**src/rtl/square_iterative_hs.sv**
```systemverilog
// square_iterative_hs: fixed-point squarer y = x*x on a signed Q(BITSIZE-FRAC).FRAC operand,
// built as a sequential shift-add multiplier that retires one multiplier bit per clock.
// The result keeps the operand's Q format and saturates to the maximum positive value.
//
// Optional build macro: SQUARE_ROUND_EN
//   defined   -> round-half-up before the saturation check
//   undefined -> truncate (default)
//
// Ports
//   clk        in   1        clock, rising edge
//   reset      in   1        asynchronous, active-high reset
//   in_valid   in   1        data_in is valid
//   in_ready   out  1        block can accept an operand (high only in IDLE)
//   data_in    in   BITSIZE  signed operand x
//   out_valid  out  1        data_out/overflow are valid
//   out_ready  in   1        downstream consumes the result
//   data_out   out  BITSIZE  x*x in the same Q format, saturated
//   overflow   out  1        true square exceeded the maximum and was clamped
module square_iterative_hs #(
   parameter int unsigned BITSIZE = 16,
   parameter int unsigned FRAC    = 11
) (
   input  logic               clk,
   input  logic               reset,
   input  logic               in_valid,
   output logic               in_ready,
   input  logic [BITSIZE-1:0] data_in,
   output logic               out_valid,
   input  logic               out_ready,
   output logic [BITSIZE-1:0] data_out,
   output logic               overflow
);

   localparam int unsigned ACC_W = 2 * BITSIZE;
   // One spare bit so the rounding increment can never wrap the accumulator.
   localparam int unsigned RND_W = ACC_W + 1;
   localparam int unsigned CNT_W = (BITSIZE > 1) ? $clog2(BITSIZE) : 1;

   localparam logic [CNT_W-1:0]   CNT_LAST = CNT_W'(BITSIZE - 1);
   localparam logic [RND_W-1:0]   SAT_MAX  = {{(RND_W - BITSIZE + 1){1'b0}}, {(BITSIZE - 1){1'b1}}};
   localparam logic [BITSIZE-1:0] OUT_MAX  = {1'b0, {(BITSIZE - 1){1'b1}}};
`ifdef SQUARE_ROUND_EN
   localparam logic [RND_W-1:0]   HALF_LSB = RND_W'(1) << (FRAC - 1);
`endif

   typedef enum logic [1:0] {
      IDLE = 2'd0,
      CALC = 2'd1,
      NORM = 2'd2,
      DONE = 2'd3
   } state_t;

   state_t             state_q, state_d;
   logic [BITSIZE-1:0] mag_q, mag_d;
   logic [ACC_W-1:0]   acc_q, acc_d;
   logic [CNT_W-1:0]   cnt_q, cnt_d;
   logic               out_valid_q, out_valid_d;
   logic [BITSIZE-1:0] data_out_q, data_out_d;
   logic               overflow_q, overflow_d;

   logic [BITSIZE-1:0] abs_in_c;
   logic [RND_W-1:0]   scaled_c;

   // Magnitude as unsigned: the most negative code maps to 2^(BITSIZE-1).
   assign abs_in_c = data_in[BITSIZE-1] ? BITSIZE'(~data_in + 1'b1) : data_in;

   // Drop the extra FRAC fraction bits produced by the product.
`ifdef SQUARE_ROUND_EN
   assign scaled_c = (RND_W'(acc_q) + HALF_LSB) >> FRAC;
`else
   assign scaled_c = RND_W'(acc_q) >> FRAC;
`endif

   assign in_ready  = (state_q == IDLE);
   assign out_valid = out_valid_q;
   assign data_out  = data_out_q;
   assign overflow  = overflow_q;

   // State and datapath registers.
   always_ff @(posedge clk or posedge reset) begin
      if (reset) begin
         state_q     <= IDLE;
         mag_q       <= '0;
         acc_q       <= '0;
         cnt_q       <= '0;
         out_valid_q <= 1'b0;
         data_out_q  <= '0;
         overflow_q  <= 1'b0;
      end else begin
         state_q     <= state_d;
         mag_q       <= mag_d;
         acc_q       <= acc_d;
         cnt_q       <= cnt_d;
         out_valid_q <= out_valid_d;
         data_out_q  <= data_out_d;
         overflow_q  <= overflow_d;
      end
   end

   // Next-state and datapath update.
   always_comb begin
      state_d     = state_q;
      mag_d       = mag_q;
      acc_d       = acc_q;
      cnt_d       = cnt_q;
      out_valid_d = out_valid_q;
      data_out_d  = data_out_q;
      overflow_d  = overflow_q;

      unique case (state_q)
         IDLE: begin
            if (in_valid) begin
               mag_d   = abs_in_c;
               acc_d   = '0;
               cnt_d   = '0;
               state_d = CALC;
            end
         end
         CALC: begin
            // Add the partial product for multiplier bit cnt.
            if (mag_q[cnt_q]) begin
               acc_d = acc_q + (ACC_W'(mag_q) << cnt_q);
            end
            cnt_d = CNT_W'(cnt_q + 1'b1);
            if (cnt_q == CNT_LAST) begin
               state_d = NORM;
            end
         end
         NORM: begin
            if (scaled_c > SAT_MAX) begin
               data_out_d = OUT_MAX;
               overflow_d = 1'b1;
            end else begin
               data_out_d = scaled_c[BITSIZE-1:0];
               overflow_d = 1'b0;
            end
            out_valid_d = 1'b1;
            state_d     = DONE;
         end
         DONE: begin
            if (out_ready) begin
               out_valid_d = 1'b0;
               state_d     = IDLE;
            end
         end
         default: state_d = IDLE;
      endcase
   end

endmodule

```
**config.mk**
```make
export PLATFORM = sky130hd
export DESIGN_NAME = square_iterative_hs
export DESIGN_NICKNAME = d
export VERILOG_FILES = /design/src/rtl/square_iterative_hs.sv
export SDC_FILE = /design/constraint.sdc
export NUM_CORES = 1
export LEC_CHECK = 0
export BUFFER_PORTS_ARGS = -buffer_cell sky130_fd_sc_hd__buf_4
export CAP_MARGIN = 20
export CORE_ASPECT_RATIO = 1.4
export CORE_MARGIN = 5
export CORE_UTILIZATION = 56
export CTS_CLUSTER_DIAMETER = 100
export DETAILED_ROUTE_END_ITERATION = 6
export HOLD_SLACK_MARGIN = 0.08
export PLACE_DENSITY = 0.89
export SLEW_MARGIN = 20
export SYNTH_ARGS = -nofsm -noshare
export SYNTH_HDL_FRONTEND = slang
export SYNTH_SLANG_ARGS = --single-unit
```
**constraint.sdc**
```tcl
create_clock -name clk -period 3.1 [get_ports clk]
set_input_delay 0.31 -clock clk [delete_from_list [all_inputs] [get_ports clk]]
set_output_delay 0.31 -clock clk [all_outputs]
set_load 0.02 [all_outputs]
```
# Word-level counts from Yosys, hierarchy flattened
# Cells that the tools add are included.
totals:
  register_bits: 72
  out_inout_bits: 19
  input_bits: 20
  elab_cells: 46
op_classes:
  eq_ne: 8
  n_reduce_logical: 8
  addsub: 3
  n_mux: 16
  shift: 1
  magnitude_cmp: 2
  bitwise: 1
op_table:
  columns: ["operator", "count"]
  rows:
  - ["$mux W32", 2]
  - ["$pmux W32 S2", 1]
  - ["$add A32 B32 Y32", 1]
  - ["$mux W16", 2]
  - ["$shl A16 B4 Y32", 1]
  - ["$gt A21 B15 Y1 const B", 1]
  - ["$add A16 B1 Y16 const B", 1]
  - ["$not A16 Y16", 1]
  - ["$ne A2 B2 Y1 const B", 4]
  - ["$pmux W2 S4", 1]
  - ["$pmux W4 S2", 1]
  - ["$mux W2", 3]
  - ["$reduce_and A2 Y1", 3]
  - ["$reduce_and A3 Y1", 2]
  - ["$lt A4 B5 Y1 const B", 1]
  - ["$add A4 B1 Y4 const B", 1]
  - ["$bmux W1 S4", 1]
  - ["$eq A2 B2 Y1 const B", 2]
  - ["$eq A4 B4 Y1 const B", 1]
  - ["$mux W4", 1]
  - ["$reduce_bool A2 Y1", 2]
  - ["$mux W1", 3]
  - ["$eq A2 B1 Y1 const B", 1]
  - ["$logic_not A2 Y1", 1]
  - ["$pmux W1 S2", 1]

# Depth between registers and ports, before layout
depth:
  depth_word: 4
  mapped_depth: 17
  ltp_nobuf: 14

# Worst setup path after synthesis
# No wires, ideal clock.
synth_path:
  kind: "reg2reg"
  from: "reg cnt_q[0]"
  to: "reg acc_q[30]"
  path_buffers: 3
  arrival_ps: 3298
  t_required_ps: 2974
  stages_incl_launch_ff: 15
  path_slack_ps: -324
  period_less_slack_ps: 3424
  setup_ps: 126
  path_cell_list: "dfrtp_1 -> buf_6 -> clkbuf_1 -> clkbuf_1 -> a21oi_1 -> mux2_2 -> o21a_1 -> inv_1 -> ha_1 -> a21o_1 -> a21o_1 -> o41ai_1 -> a21oi_1 -> a21o_1 -> a221o_1"
synth_between:
  elab_chain_cells: 4
  elab_cells_between_ends: 8
  cone_classes: "1 x add/sub; 1 x eq/ne; 1 x shift; 4 x mux; 1 x reduce/logical"
synth_lines:
  columns: ["element", "line_no", "source"]
  rows:
  - ["from (decl)", "56", "logic [CNT_W-1:0] cnt_q, cnt_d;"]
  - ["from (signal assigned)", "93", "cnt_q <= cnt_d;"]
  - ["$shl A16 B4 Y32 or $bmux W1 S4 (tied branches)", "122, 121", null]
  - ["$add A32 B32 Y32 or $mux W1 (tied branches)", "122, 121", null]
  - ["$mux W32 or $ne A2 B2 Y1 (tied branches)", null, null]
  - ["$pmux W32 S2 or $reduce_and A3 Y1 (tied branches)", null, null]
  - ["to (signal assigned)", "84", "acc_q <= '0;"]
  - ["to (signal assigned)", "92", "acc_q <= acc_d;"]
  - ["to (decl)", "55", "logic [ACC_W-1:0] acc_q, acc_d;"]
# Several ways; a longest one is shown, not always the timed one. The select of a mux whose other input is x is not followed.
# A chain may end at the register's enable or synchronous reset.

# Worst setup path after layout
layout_path:
  from: "reg cnt_q[1]"
  to: "reg acc_q[31]"
# The elaborated chain is that of the path after synthesis.

==> metrics <==
proportion of synthesized flip-flops having asynchronous set or reset=1.00; violations in the final reports=DRC, setup timing; Netlist cell types=57; wire length of the first global-routing pass=34.3 mm; worst clock skew on the final layout=0.00835 ns; synthesized instance count=672; core area=0.00995 mm²; count of warnings emitted by yosys=0; maximum clock frequency=258 MHz; static leakage power=0.00401 µW; sequential-to-total area share from yosys stat=0.315; Clock Latency Late Sink=0.36 ns; worst-case headroom to the max-slew limit=0.443; final count of pins violating max slew=0; worst reg2reg endpoint=acc_q[31]; Synth Net Count=730; weighted congestion reported at the end of routability-driven placement=1.07; Post-synth EDFFs=0; crit path time final=3.87 ns; number of vias per cell after detailed routing=7.17; vertical die dimension=130 µm; Final Routed Wirelength=26.0 mm; worst reg-to-reg setup slack=-0.77 ns; drt drc=35; period utilization=1.25; Register-to-Register Path Depth=15; non-filler instance count after layout=970; placed wire-length estimate=12.8 mm; launch instance of the worst register-to-register path=cnt_q[1]; post-synthesis register bit count=72; setup slack after layout=-0.772 ns; number of buffers inserted during clock tree synthesis=9; growth of design area from synthesis to finish=49.8%; critical path fanouts, max=8; maximum number of pins on one net before global-route repair=39; die width=95.5 µm; total of fill cells in the finished design=437; H-Tree Level Count=3; data arrival time of the critical path=4.15 ns; Worst VDD drop=0.569 mV; Final nets=888; number of vias after detailed routing=6954; Num Clock Sinks=72; hold violation count in the final report=0; CTS tree=yes; Die Outline Area=0.0124 mm²; Top FF cell, synth=sky130_fd_sc_hd__dfrtp_1; number of buffers added on ports=38; number of antenna violations at the first check in global routing=0; initial standard-cell utilization of the core=0.575; via count of the first global-routing pass=6842; class of the tightest hold or removal check=input pin to async pin; total routing usage reported by global routing=0.362; cell area after synthesis=0.00573 mm²; clock transition at the registers of the reported paths=0.06 ns; fraction of layout cells with a size suffix above 1=0.440; Worst-Margin Slew=0.834 ns; outcome=complete, but fails checks; total power divided by cell area=1110 mW/mm²; Power, Total=9510 µW; cell count after placement=920; number of antenna-violating nets in the routed design=0; required time of the worst setup path=3.38 ns; final count of negative-setup-slack endpoints=26; Avg Inst Size Synth=8.52 µm²; library cell used as clock root buffer=sky130_fd_sc_hd__clkbuf_16; IO Count=39; GRT overflow=0; count of maximum capacitance violations=0; RSZ-0062 raised after global routing=yes; CP startpoint kind=flip-flop; final total negative setup slack=-11.66 ns; Critical Setup Path Class=flip-flop to flip-flop; type of element capturing the critical path=flip-flop; TritonRoute pass-1 iters=7; number of antenna diodes=0; drt initial violations=996; maximum root-to-sink buffer count=2; count of standard-cell rows=43; average wire per standard cell=26.8 µm
==> worst max path at each step <==
stage,slack (ns),from,end,cells past startpoint
3_3_place_gp,-0.29,cnt_q[1],acc_q[29],15
4_1_cts,-0.27,cnt_q[1],acc_q[31],14
6_report,-0.77,cnt_q[1],acc_q[31],15
2_1_floorplan,-0.1,cnt_q[1],acc_q[23],15
3_5_place_dp,-0.43,cnt_q[1],acc_q[27],15
5_1_grt,-0.95,cnt_q[1],acc_q[31],15
==> Yosys cell counts, types with 19 or more instances <==
| cell | number | area (µm²) |
|---|---|---|
| sky130_fd_sc_hd__a21o_1 | 19 | 143 |
| sky130_fd_sc_hd__a21oi_1 | 58 | 290 |
| sky130_fd_sc_hd__a22o_1 | 28 | 245 |
| sky130_fd_sc_hd__clkbuf_1 | 28 | 105 |
| sky130_fd_sc_hd__dfrtp_1 | 72 | 1800 |
| sky130_fd_sc_hd__ha_1 | 37 | 463 |
| sky130_fd_sc_hd__mux2_2 | 19 | 214 |
| sky130_fd_sc_hd__mux2i_1 | 24 | 240 |
| sky130_fd_sc_hd__nand2_1 | 69 | 259 |
| sky130_fd_sc_hd__nor2_1 | 72 | 270 |
| sky130_fd_sc_hd__o21ai_0 | 53 | 265 |
| sky130_fd_sc_hd__xor2_1 | 21 | 184 |
==> cells in the final DEF (no fill, tap or decap), drive strengths merged, types with 2 or more instances in the layout <==
master and instances:
a21oi 58, a21o 19, o211ai 3, a21boi 2
a41oi 2, mux4 4, nand3 14, o31ai 5
a211o 6, a31oi 6, nor2 72, xnor2 16
dfrtp 72, clkbuf 12, o21ai 54, a22o 28
inv 18, nor3 6, o41ai 2, o22ai 5
or3 8, bufinv 4, o21a 11, a221o 3
and3 5, nand2 69, xor2 21, a211oi 4
and2 4, mux2i 24, buf 185, nor2b 6
nor4 2, ha 37, or4 2, nand2b 6
nand4 6, mux2 20
==> power by group <==
group | switching, µW | total (µW) | leakage [µW] | internal (µW)
Combinational | 3650 | 6620 | 0.00290 | 2970
Clock | 446 | 1340 | 0.000176 | 890
Sequential | 305 | 1550 | 0.000935 | 1240
==> cell type report <==
class | count | area (µm²) | share of cell area
well taps | 135 | 169 | 0.0197
clock buffers | 11 | 243 | 0.0283
clock inverters | 5 | 128 | 0.0149
repair buffers | 186 | 1550 | 0.181
inverters | 18 | 67.6 | 0.00788
multi-input cells | 543 | 4620 | 0.538
flip-flops and latches | 72 | 1800 | 0.210
==> registers in the layout, indices dropped and copies added, names as in the netlist <==
| register | flops |
|---|---|
| mag_q | 16 |
| overflow | 1 |
| state_q | 2 |
| cnt_q | 4 |
| data_out | 16 |
| out_valid | 1 |
| acc_q | 32 |
==> stage by stage <==
step	utilization	hold slack [ns]	instance area, µm²	setup WS [ns]
2_1_floorplan	-	0.419	5780	-0.0992
3_3_place_gp	0.697	0.477	6940	-0.288
5_1_grt	0.862	0.178	8580	-0.948
3_5_place_dp	0.697	0.496	6940	-0.426
6_report	0.862	0.0986	8580	-0.772
4_1_cts	0.803	0.139	8000	-0.267
==> cell families (layout without fill, tap and decap cells) <==
logic type,after synthesis,in the layout,synth area share
muxes,48,48,0.0977
buffers and inverters,57,220,0.0402
AOI/OAI and AO/OA,216,216,0.247
and+or+nand+nor,204,204,0.159
DFF,72,72,0.315
xor gates and xnor gates,37,37,0.0566
adders and majority gates,38,38,0.0843
==> critical path, cell delays in order (launching register included) <==
cell	delay (ns)
sky130_fd_sc_hd__dfrtp_2	0.43
sky130_fd_sc_hd__buf_12	0.15
sky130_fd_sc_hd__mux2_2	0.37
sky130_fd_sc_hd__o21ai_1	0.27
sky130_fd_sc_hd__mux2i_1	0.20
sky130_fd_sc_hd__buf_4	0.18
sky130_fd_sc_hd__nand2_1	0.17
sky130_fd_sc_hd__o21ai_0	0.27
sky130_fd_sc_hd__ha_2	0.49
sky130_fd_sc_hd__nand2_1	0.10
sky130_fd_sc_hd__nor2_2	0.18
sky130_fd_sc_hd__a21oi_2	0.11
sky130_fd_sc_hd__o21ai_1	0.21
sky130_fd_sc_hd__a21oi_1	0.11
sky130_fd_sc_hd__or4_1	0.41
sky130_fd_sc_hd__a21oi_1	0.15
==> timing repair <==
item,in CTS,in global routing
setup buffers,20,16
resized for setup,117,106
pin swaps,60,56
gates cloned,1,1
setup endpoints to repair,23,26
hold buffers,0,0
==> metal layers <==
metal | GRT usage | share of wire | vias to the layer above
li1 | - | - | 2759
met1 | 0.363 | 0.31 | 3164
met2 | 0.626 | 0.46 | 699
met3 | 0.0708 | 0.11 | 330
met4 | 0.317 | 0.12 | 2
met5 | 0 | 0.0013 | -
(Power assumes the default switching activity.)
